--- config.mk ---
export PLATFORM = sky130hd
export DESIGN_NAME = b2_slide_window
export DESIGN_NICKNAME = d
export VERILOG_FILES = /design/src/rtl/b2_pkg.sv /design/src/rtl/b2_tap_shift.sv /design/src/rtl/b2_slide_window.sv
export SDC_FILE = /design/constraint.sdc
export NUM_CORES = 1
export LEC_CHECK = 0
export CAP_MARGIN = 20
export CORE_MARGIN = 2
export CORE_UTILIZATION = 45
export CTS_CLUSTER_SIZE = 28
export DETAILED_ROUTE_END_ITERATION = 8
export PLACE_DENSITY_LB_ADDON = 0.25
export SYNTH_ARGS = -nofsm -noshare
export SYNTH_HDL_FRONTEND = slang
export SYNTH_SLANG_ARGS = --single-unit
export TNS_END_PERCENT = 30
--- constraint.sdc ---
create_clock -name clk -period 1.6 [get_ports clk]
set_input_delay 0.32 -clock clk [delete_from_list [all_inputs] [get_ports clk]]
set_output_delay 0.32 -clock clk [all_outputs]
set_load 0.02 [all_outputs]
--- src/rtl/b2_pkg.sv ---
// ---------------------------------------------------------------------------
// b2_pkg: shared constants for the b2 sliding-window block.
//   Defaults for sample width, window length and frame length, plus the FSM
//   state encoding used by b2_slide_window.
// ---------------------------------------------------------------------------
package b2_pkg;

  localparam int unsigned DATA_W_DEF    = 7;
  localparam int unsigned TAPS_DEF      = 8;
  localparam int unsigned FRAME_LEN_DEF = 909;

  localparam int unsigned ST_W = 2;

  localparam logic [ST_W-1:0] ST_IDLE  = 2'd0;
  localparam logic [ST_W-1:0] ST_FILL  = 2'd1;
  localparam logic [ST_W-1:0] ST_SLIDE = 2'd2;
  localparam logic [ST_W-1:0] ST_DRAIN = 2'd3;

endpackage

--- src/rtl/b2_tap_shift.sv ---
// ---------------------------------------------------------------------------
// b2_tap_shift: tap delay line plus registered window lanes.
//   clk, rst_n : clock, async active-low reset (taps and lanes clear to 0)
//   shift_en   : shift din into the newest tap, dropping the oldest
//   load_en    : capture the post-shift tap contents into the lane register
//   din        : incoming sample
//   lanes      : lane i at bits [i*DATA_W +: DATA_W]; lane 0 oldest
// load_en is meant to be used together with shift_en; the lanes always take
// the shifted view so a window appears one cycle after its newest sample.
// ---------------------------------------------------------------------------
module b2_tap_shift #(
  parameter int unsigned DATA_W = 7,
  parameter int unsigned TAPS   = 8
) (
  input  logic                     clk,
  input  logic                     rst_n,
  input  logic                     shift_en,
  input  logic                     load_en,
  input  logic [DATA_W-1:0]        din,
  output logic [TAPS*DATA_W-1:0]   lanes
);

  logic [TAPS*DATA_W-1:0] taps_q;
  logic [TAPS*DATA_W-1:0] taps_nxt;

  // Newest sample enters the top lane; everything moves one lane toward 0.
  assign taps_nxt = {din, taps_q[TAPS*DATA_W-1:DATA_W]};

  // Tap and lane registers.
  always_ff @(posedge clk or negedge rst_n) begin
    if (!rst_n) begin
      taps_q <= '0;
      lanes  <= '0;
    end else begin
      if (shift_en) taps_q <= taps_nxt;
      if (load_en)  lanes  <= taps_nxt;
    end
  end

endmodule

--- src/rtl/b2_slide_window.sv ---
// ---------------------------------------------------------------------------
// b2_slide_window: stride-1 sliding window over a fixed-length sample frame.
//   clk, rst_n       : clock, async active-low reset
//   start            : begins a frame when idle, ignored otherwise
//   in_valid/in_data : sample stream; in_ready accepts it
//   Slide_data_0..7  : window lanes, lane 0 oldest, lane 7 newest
//   out_valid        : lanes hold a window; consumed when out_ready is high
//   busy             : block is inside a frame
//   frame_done       : one-cycle pulse after the last window is consumed
// in_ready is a combinational function of registered state and out_ready so
// the window path can stream at one sample per cycle.
// ---------------------------------------------------------------------------
module b2_slide_window
  import b2_pkg::*;
#(
  parameter int unsigned DATA_W    = DATA_W_DEF,
  parameter int unsigned TAPS      = TAPS_DEF,
  parameter int unsigned FRAME_LEN = FRAME_LEN_DEF
) (
  input  logic              clk,
  input  logic              rst_n,
  input  logic              start,
  input  logic              in_valid,
  input  logic [DATA_W-1:0] in_data,
  output logic              in_ready,
  output logic [DATA_W-1:0] Slide_data_0,
  output logic [DATA_W-1:0] Slide_data_1,
  output logic [DATA_W-1:0] Slide_data_2,
  output logic [DATA_W-1:0] Slide_data_3,
  output logic [DATA_W-1:0] Slide_data_4,
  output logic [DATA_W-1:0] Slide_data_5,
  output logic [DATA_W-1:0] Slide_data_6,
  output logic [DATA_W-1:0] Slide_data_7,
  output logic              out_valid,
  input  logic              out_ready,
  output logic              busy,
  output logic              frame_done
);

  localparam int unsigned CNT_W = $clog2(FRAME_LEN);

  logic [ST_W-1:0]        state_q;
  logic [ST_W-1:0]        state_nxt;
  logic [CNT_W-1:0]       cnt_q;
  logic                   accept;
  logic                   xfer;
  logic                   fill_last;
  logic                   frame_last;
  logic                   ov_nxt;
  logic                   fd_nxt;
  logic [TAPS*DATA_W-1:0] lanes;

  // Handshake qualifiers.
  assign in_ready = (state_q == ST_FILL) ||
                    ((state_q == ST_SLIDE) && (!out_valid || out_ready));
  assign accept   = in_valid && in_ready;
  assign xfer     = out_valid && out_ready;

  // cnt_q holds the 0-based index of the next sample to be accepted.
  assign fill_last  = (cnt_q == CNT_W'(TAPS - 2));
  assign frame_last = (cnt_q == CNT_W'(FRAME_LEN - 1));

  // State register.
  always_ff @(posedge clk or negedge rst_n) begin
    if (!rst_n) state_q <= ST_IDLE;
    else        state_q <= state_nxt;
  end

  // Next-state and next-output logic.
  always_comb begin
    state_nxt = state_q;
    ov_nxt    = out_valid;
    fd_nxt    = 1'b0;
    case (state_q)
      ST_IDLE: begin
        ov_nxt = 1'b0;
        if (start) state_nxt = ST_FILL;
      end
      ST_FILL: begin
        if (accept && fill_last) state_nxt = ST_SLIDE;
      end
      ST_SLIDE: begin
        // A new sample always yields a window; a bare transfer empties it.
        if (accept)    ov_nxt = 1'b1;
        else if (xfer) ov_nxt = 1'b0;
        if (accept && frame_last) state_nxt = ST_DRAIN;
      end
      ST_DRAIN: begin
        if (xfer) begin
          ov_nxt    = 1'b0;
          fd_nxt    = 1'b1;
          state_nxt = ST_IDLE;
        end
      end
      default: state_nxt = ST_IDLE;
    endcase
  end

  // Sample counter and registered status outputs.
  always_ff @(posedge clk or negedge rst_n) begin
    if (!rst_n) begin
      cnt_q      <= '0;
      out_valid  <= 1'b0;
      busy       <= 1'b0;
      frame_done <= 1'b0;
    end else begin
      if ((state_q == ST_IDLE) && start) cnt_q <= '0;
      else if (accept && !frame_last)    cnt_q <= cnt_q + CNT_W'(1);
      out_valid  <= ov_nxt;
      busy       <= (state_nxt != ST_IDLE);
      frame_done <= fd_nxt;
    end
  end

  b2_tap_shift #(
    .DATA_W (DATA_W),
    .TAPS   (TAPS)
  ) u_tap_shift (
    .clk      (clk),
    .rst_n    (rst_n),
    .shift_en (accept),
    .load_en  (accept && (state_q == ST_SLIDE)),
    .din      (in_data),
    .lanes    (lanes)
  );

  assign Slide_data_0 = lanes[0*DATA_W +: DATA_W];
  assign Slide_data_1 = lanes[1*DATA_W +: DATA_W];
  assign Slide_data_2 = lanes[2*DATA_W +: DATA_W];
  assign Slide_data_3 = lanes[3*DATA_W +: DATA_W];
  assign Slide_data_4 = lanes[4*DATA_W +: DATA_W];
  assign Slide_data_5 = lanes[5*DATA_W +: DATA_W];
  assign Slide_data_6 = lanes[6*DATA_W +: DATA_W];
  assign Slide_data_7 = lanes[7*DATA_W +: DATA_W];

endmodule

## Word-level counts from Yosys, hierarchy flattened

Index checks and enable logic that the tools add are counted.

- Add/sub/neg operators: 1
- Eq/ne operators: 5
- Multiplexer cells: 12
- Reduce and logical (&&, ||, !) cells: 16

Operator list:

| kind | number |
|---|---|
| 10-bit two-way mux | 2 |
| 10-bit by 1-bit adder with 10-bit output (second input constant) | 1 |
| 10-bit == test (second input constant) | 1 |
| 10-bit by 3-bit == test with 1-bit output (second input constant) | 1 |
| 1-bit logical AND | 8 |
| 2-bit two-way mux | 4 |
| 2-bit one-hot mux with 4 select lines | 1 |
| 2-bit == test (second input constant) | 2 |
| 1-bit two-way mux | 4 |
| 2-bit nonzero test | 2 |
| 1-bit one-hot mux with 3 select lines | 1 |
| 3-bit nonzero test | 1 |
| 2-bit by 1-bit == test with 1-bit output (second input constant) | 1 |
| 1-bit logical NOT | 2 |
| 2-bit logical NOT | 1 |
| 1-bit logical OR | 2 |

- Flip-flop bits (word level): 127
- Output and inout bits: 60
- Word-level logic and storage cells: 41

## Logic depth before layout (Yosys ltp)

- Depth after elaboration: 9
- Gate-level depth with buffers: 8
- Depth with buffers taken out: 7

## Modules after synthesis

From an unflattened synthesis, not the netlist that was laid out.

- Cells, all modules: 316
- Area, all modules: 4,858.4 µm²

By module, submodules not included:

| module | instances | cells each | area each (µm²) | seq. area each (µm²) |
|---|---|---|---|---|
| b2_tap_shift | 1 | 221 | 3,957.5 | 2,627.5 |
| b2_slide_window | 1 | 95 | 900.9 | 375.4 |

## Worst setup path after synthesis

Ideal clock, no wire load.

- Path kind: register to register
- Start point: register out_valid
- End point: register cnt_q[8]
- Arrival: 1,645 ps
- Required time: 1,480 ps
- Slack: -165 ps
- Stages on the path, launching flop included: 7
- Clock period less this slack: 1,765 ps
- Path through: dfrtp_1 > and2b_2 > o21ai_4 > and4_1 > buf_2 > a31oi_1 > a41o_2

- Word-level cells in the longest chain between the ends: 7

RTL lines:

| element | line | RTL |
|---|---|---|
| from (decl) | b2_slide_window.sv:34 | `output logic out_valid,` |
| from (signal assigned) | b2_slide_window.sv:109 | `out_valid <= ov_nxt;` |
| 1-bit logical NOT | b2_slide_window.sv:55 | `((state_q == ST_SLIDE) && (!out_valid \|\| out_ready));` |
| 1-bit logical OR | b2_slide_window.sv:55 |  |
| 1-bit logical AND | b2_slide_window.sv:55 |  |
| 1-bit logical OR | b2_slide_window.sv:54 | `assign in_ready = (state_q == ST_FILL) \|\|` |
| net in_ready | b2_slide_window.sv:25 | `output logic in_ready,` |
| 1-bit logical AND | b2_slide_window.sv:56 | `assign accept = in_valid && in_ready;` |
| 1-bit logical AND | b2_slide_window.sv:108 | `else if (accept && !frame_last) cnt_q <= cnt_q + CNT_W'(1);` |
| 2-bit nonzero test (no line) | n/a |  |
| to (signal assigned) | b2_slide_window.sv:108 |  |
| to (decl) | b2_slide_window.sv:44 | `logic [CNT_W-1:0] cnt_q;` |

The timed path passes the listed nets, and every way through them passes these cells.
A chain may end at the register's enable or synchronous reset.

## Worst setup path in the final report

- Start point: register out_valid
- End point: output port in_ready

- Word-level cells in the longest chain between the ends: 4

RTL lines:

| element | line |
|---|---|
| 1-bit logical NOT | b2_slide_window.sv:55 |
| 1-bit logical OR | b2_slide_window.sv:55 |
| 1-bit logical AND | b2_slide_window.sv:55 |
| 1-bit logical OR | b2_slide_window.sv:54 |
| to (decl) | b2_slide_window.sv:25 |

No other way between the ends.

==> flow_metrics.tcl <==
set metrics [dict create \
    grt_overflow 0 \
    io_pins 72 \
    combPwrFrac 0.341 \
    post-route-drc-count 0 \
    grt_pass1_vias 2930 \
    starting_drt_drc_count 78 \
    gp_routability_congestion 0.849 \
    failed_checks "negative setup slack" \
    synth-edff-count 0 \
    clock-sinks 120 \
    clock-root-buffer "clkbuf_8" \
    tritoncts "built" \
    critPathLaunch "out_valid" \
    ys_top_cells_by_count "dfrtp_1, mux2_2, nor2_1" \
    htree_levels 4 \
    path_max_fanout 2 \
    dp_slack_ns -0.543 \
    dieArea_um2 11400 \
    worst_r2r_endpoint "cnt_q[9]" \
    post_synth.cell_area_avg_um2 15.3 \
    initial_antenna_violation_count 0 \
    layout.nets 432 \
    ff2ff_setup_slack_ns -0.03 \
    unrepaired_setup_endpoints_after_global_routing "true" \
    design.core.area_um2 10300 \
    drt-pass1-iter-count 4 \
    pwr_per_cell_area_nw_per_um2 2090 \
    initial_utilization 0.462 \
    global_route.usage.total 0.164 \
    layout.filler_cells 846 \
    wirelength_um 8660 \
    synth_nets 325 \
    worstSetupPathType "flop to primary output" \
    power.switching_fraction 0.319 \
    timing.critical_path.required_ns 1.28 \
    synth_top_area_share 0.633 \
    synthArstFlopShare 1.00 \
    post-route-util 0.620 \
    residual_antenna_violating_net_count_after_detailed_routing 0 \
    worst_slew_pin_slew_ns 0.361 \
    critical_path.endpoint_type "primary output" \
    mappedNetlistArea_um2 4750 \
    seqPwrFrac 0.393 \
    clock.fmax_mhz 581 \
    final-hold-violation-count 0 \
    seq_area_um2 3000 \
    clock_insertion_delay_worst_skew_ns 0.50 \
    cp_arrival_ns 1.40 \
    yosysTopAreaCell "dfrtp_1" \
    dp_cells 530 \
    final.period_utilization 1.08 \
    peakVddDrop_uv 1030 \
    height_of_the_die_um 107 \
    setup_viol 33 \
    yosys_warnings 0 \
    route.vias.total 2850 \
    finalMaxSlewViolations 0 \
    yosys-top-cells-area "dfrtp_1, mux2_2, clkbuf_8, nor2_1, ha_1" \
    finalPower_mw 13.3 \
    multi_input_comb_area_um2 1650 \
    global_route_wire_length_before_repair_um 14500 \
    postLayoutSetupSlackWorst_ns -0.120 \
    rows 37 \
    detailed_place.area_um2 5800 \
    clk_transition_reported_paths_ns 0.06 \
    maxCapViolations 0 \
    yosys.cell_count.top_type "dfrtp_1" \
    run_status "finished, violations left" \
    cts.path.max_buffers 2 \
    ys_types 35 \
    worst_r2r_path_cells 6 \
    wire_per_inst_um 15.3 \
    min-delay-path-class "input port to asynchronous set/reset pin" \
    finalCriticalPeriod_ns 1.72 \
    timing.rr.start "out_valid" \
    start_kind "flop" \
    area.growth.synth_to_final_pct 34.3 \
    leakage_nw 3.12 \
    tns_ns -0.575 \
    relSlewSlack 0.759 \
    ys_ff_latch 120 \
    count_of_non_filler_cells_in_the_finished_layout 565 \
    p_int_mw 9.08 \
    worst_hold_slack_ns 0.158 \
    port_buffers 71 \
    dp_hpwl_um 5550 \
    grt_max_degree 67 \
    synth_ff_type "dfrtp_1" \
    final_std_cell_area_no_fill_um2 6380 \
    final_layout_size_suffix_gt1_frac 0.431 \
    clock_skew_ns 0.0103 \
    postSynthCellCount 310 \
    netSwitchingPower_mw 4.26 \
    share_clk_of_total_power 0.267 \
    cts_made_buffers 17 \
    num_antenna_cells 0 \
    chipWidth_um 107 \
    yosysSeqAreaShare 0.633 \
    detail_route.vias_per_cell 5.04 \
]
==> registers in the layout, summed over array words and instances (netlist names) <==
name / count
u_tap_shift.lanes: 56
u_tap_shift.taps_q: 49
cnt_q: 10
state_q: 2
busy: 1
frame_done: 1
out_valid: 1
==> cells in the final DEF (no fill, tap or decap), types with 3 or more instances in the layout <==
master / n
dfrtp_1: 119
mux2_2: 106
dlygate4sd2_1: 58
buf_4: 23
clkbuf_16: 17
nor2_1: 11
clkdlybuf4s50_1: 10
nand2_1: 7
buf_12: 6
nand4_1: 5
nor3_1: 3
a21oi_1: 3
o21ai_0: 3
mux2i_1: 3
clkinv_2: 3
clkinv_4: 3
buf_6: 3
==> layout make-up <==
| type | count | share of cell area |
|---|---|---|
| flip-flops and latches | 120 | 0.471 |
| multi-input cells | 171 | 0.259 |
| repair buffers | 103 | 0.153 |
| clock buffers | 20 | 0.0683 |
| well taps | 136 | 0.0267 |
| clock inverters | 11 | 0.0196 |
| inverters | 4 | 0.00235 |
==> critical path, stage by stage (launching register included) <==
cell	delay, ns
dfrtp_2	0.40
and2b_2	0.22
o21ai_4	0.15
buf_6	0.14
==> repair_timing <==
item,CTS,global route
pin swaps,1,5
hold buffers,1,0
cloned,0,1
hold endpoints to repair,120,0
gates resized for setup,67,13
setup buffers,0,2
setup endpoints to repair,96,110
==> worst max-delay path by stage <==
stage,endpoint,slack (ns)
after detailed placement,in_ready,-0.54
after CTS,in_ready,-0.18
after global routing,in_ready,-0.17
after floorplan,cnt_q[8],-0.11
final,in_ready,-0.12
after global placement,in_ready,-0.54
==> layer usage <==
| metal | up-vias | part of all wire | GRT usage | wire [um] |
|---|---|---|---|---|
| met1 | 1454 | 0.44 | 0.207 | 3850 |
| met5 | - | 0 | 0 | 0 |
| met2 | 62 | 0.50 | 0.266 | 4340 |
| li1 | 1326 | - | - | - |
| met3 | 8 | 0.045 | 0.0535 | 386 |
| met4 | 0 | 0.0092 | 0.0557 | 80 |
==> kinds of logic after synthesis <==
family | synth area share
AO/OA/AOI/OAI | 0.0195
XOR/XNOR | 0.00554
adder cells (fa/ha/maj) | 0.00791
buffers and inverters | 0.0290
flip-flops | 0.633
multiplexers | 0.258
AND/OR/NAND/NOR | 0.0477
==> power by group through the flow <==
stage / Combinational (mW) / Sequential (mW) / Clock [mW]
after floorplan: 2.11 / 5.89 / 0
after global placement: 4.79 / 5.27 / 0
after detailed placement: 4.89 / 5.34 / 0
after CTS: 4.44 / 5.27 / 3.64
after global routing: 4.91 / 5.45 / 3.79
final: 4.55 / 5.24 / 3.56
(Power assumes the default switching activity.)
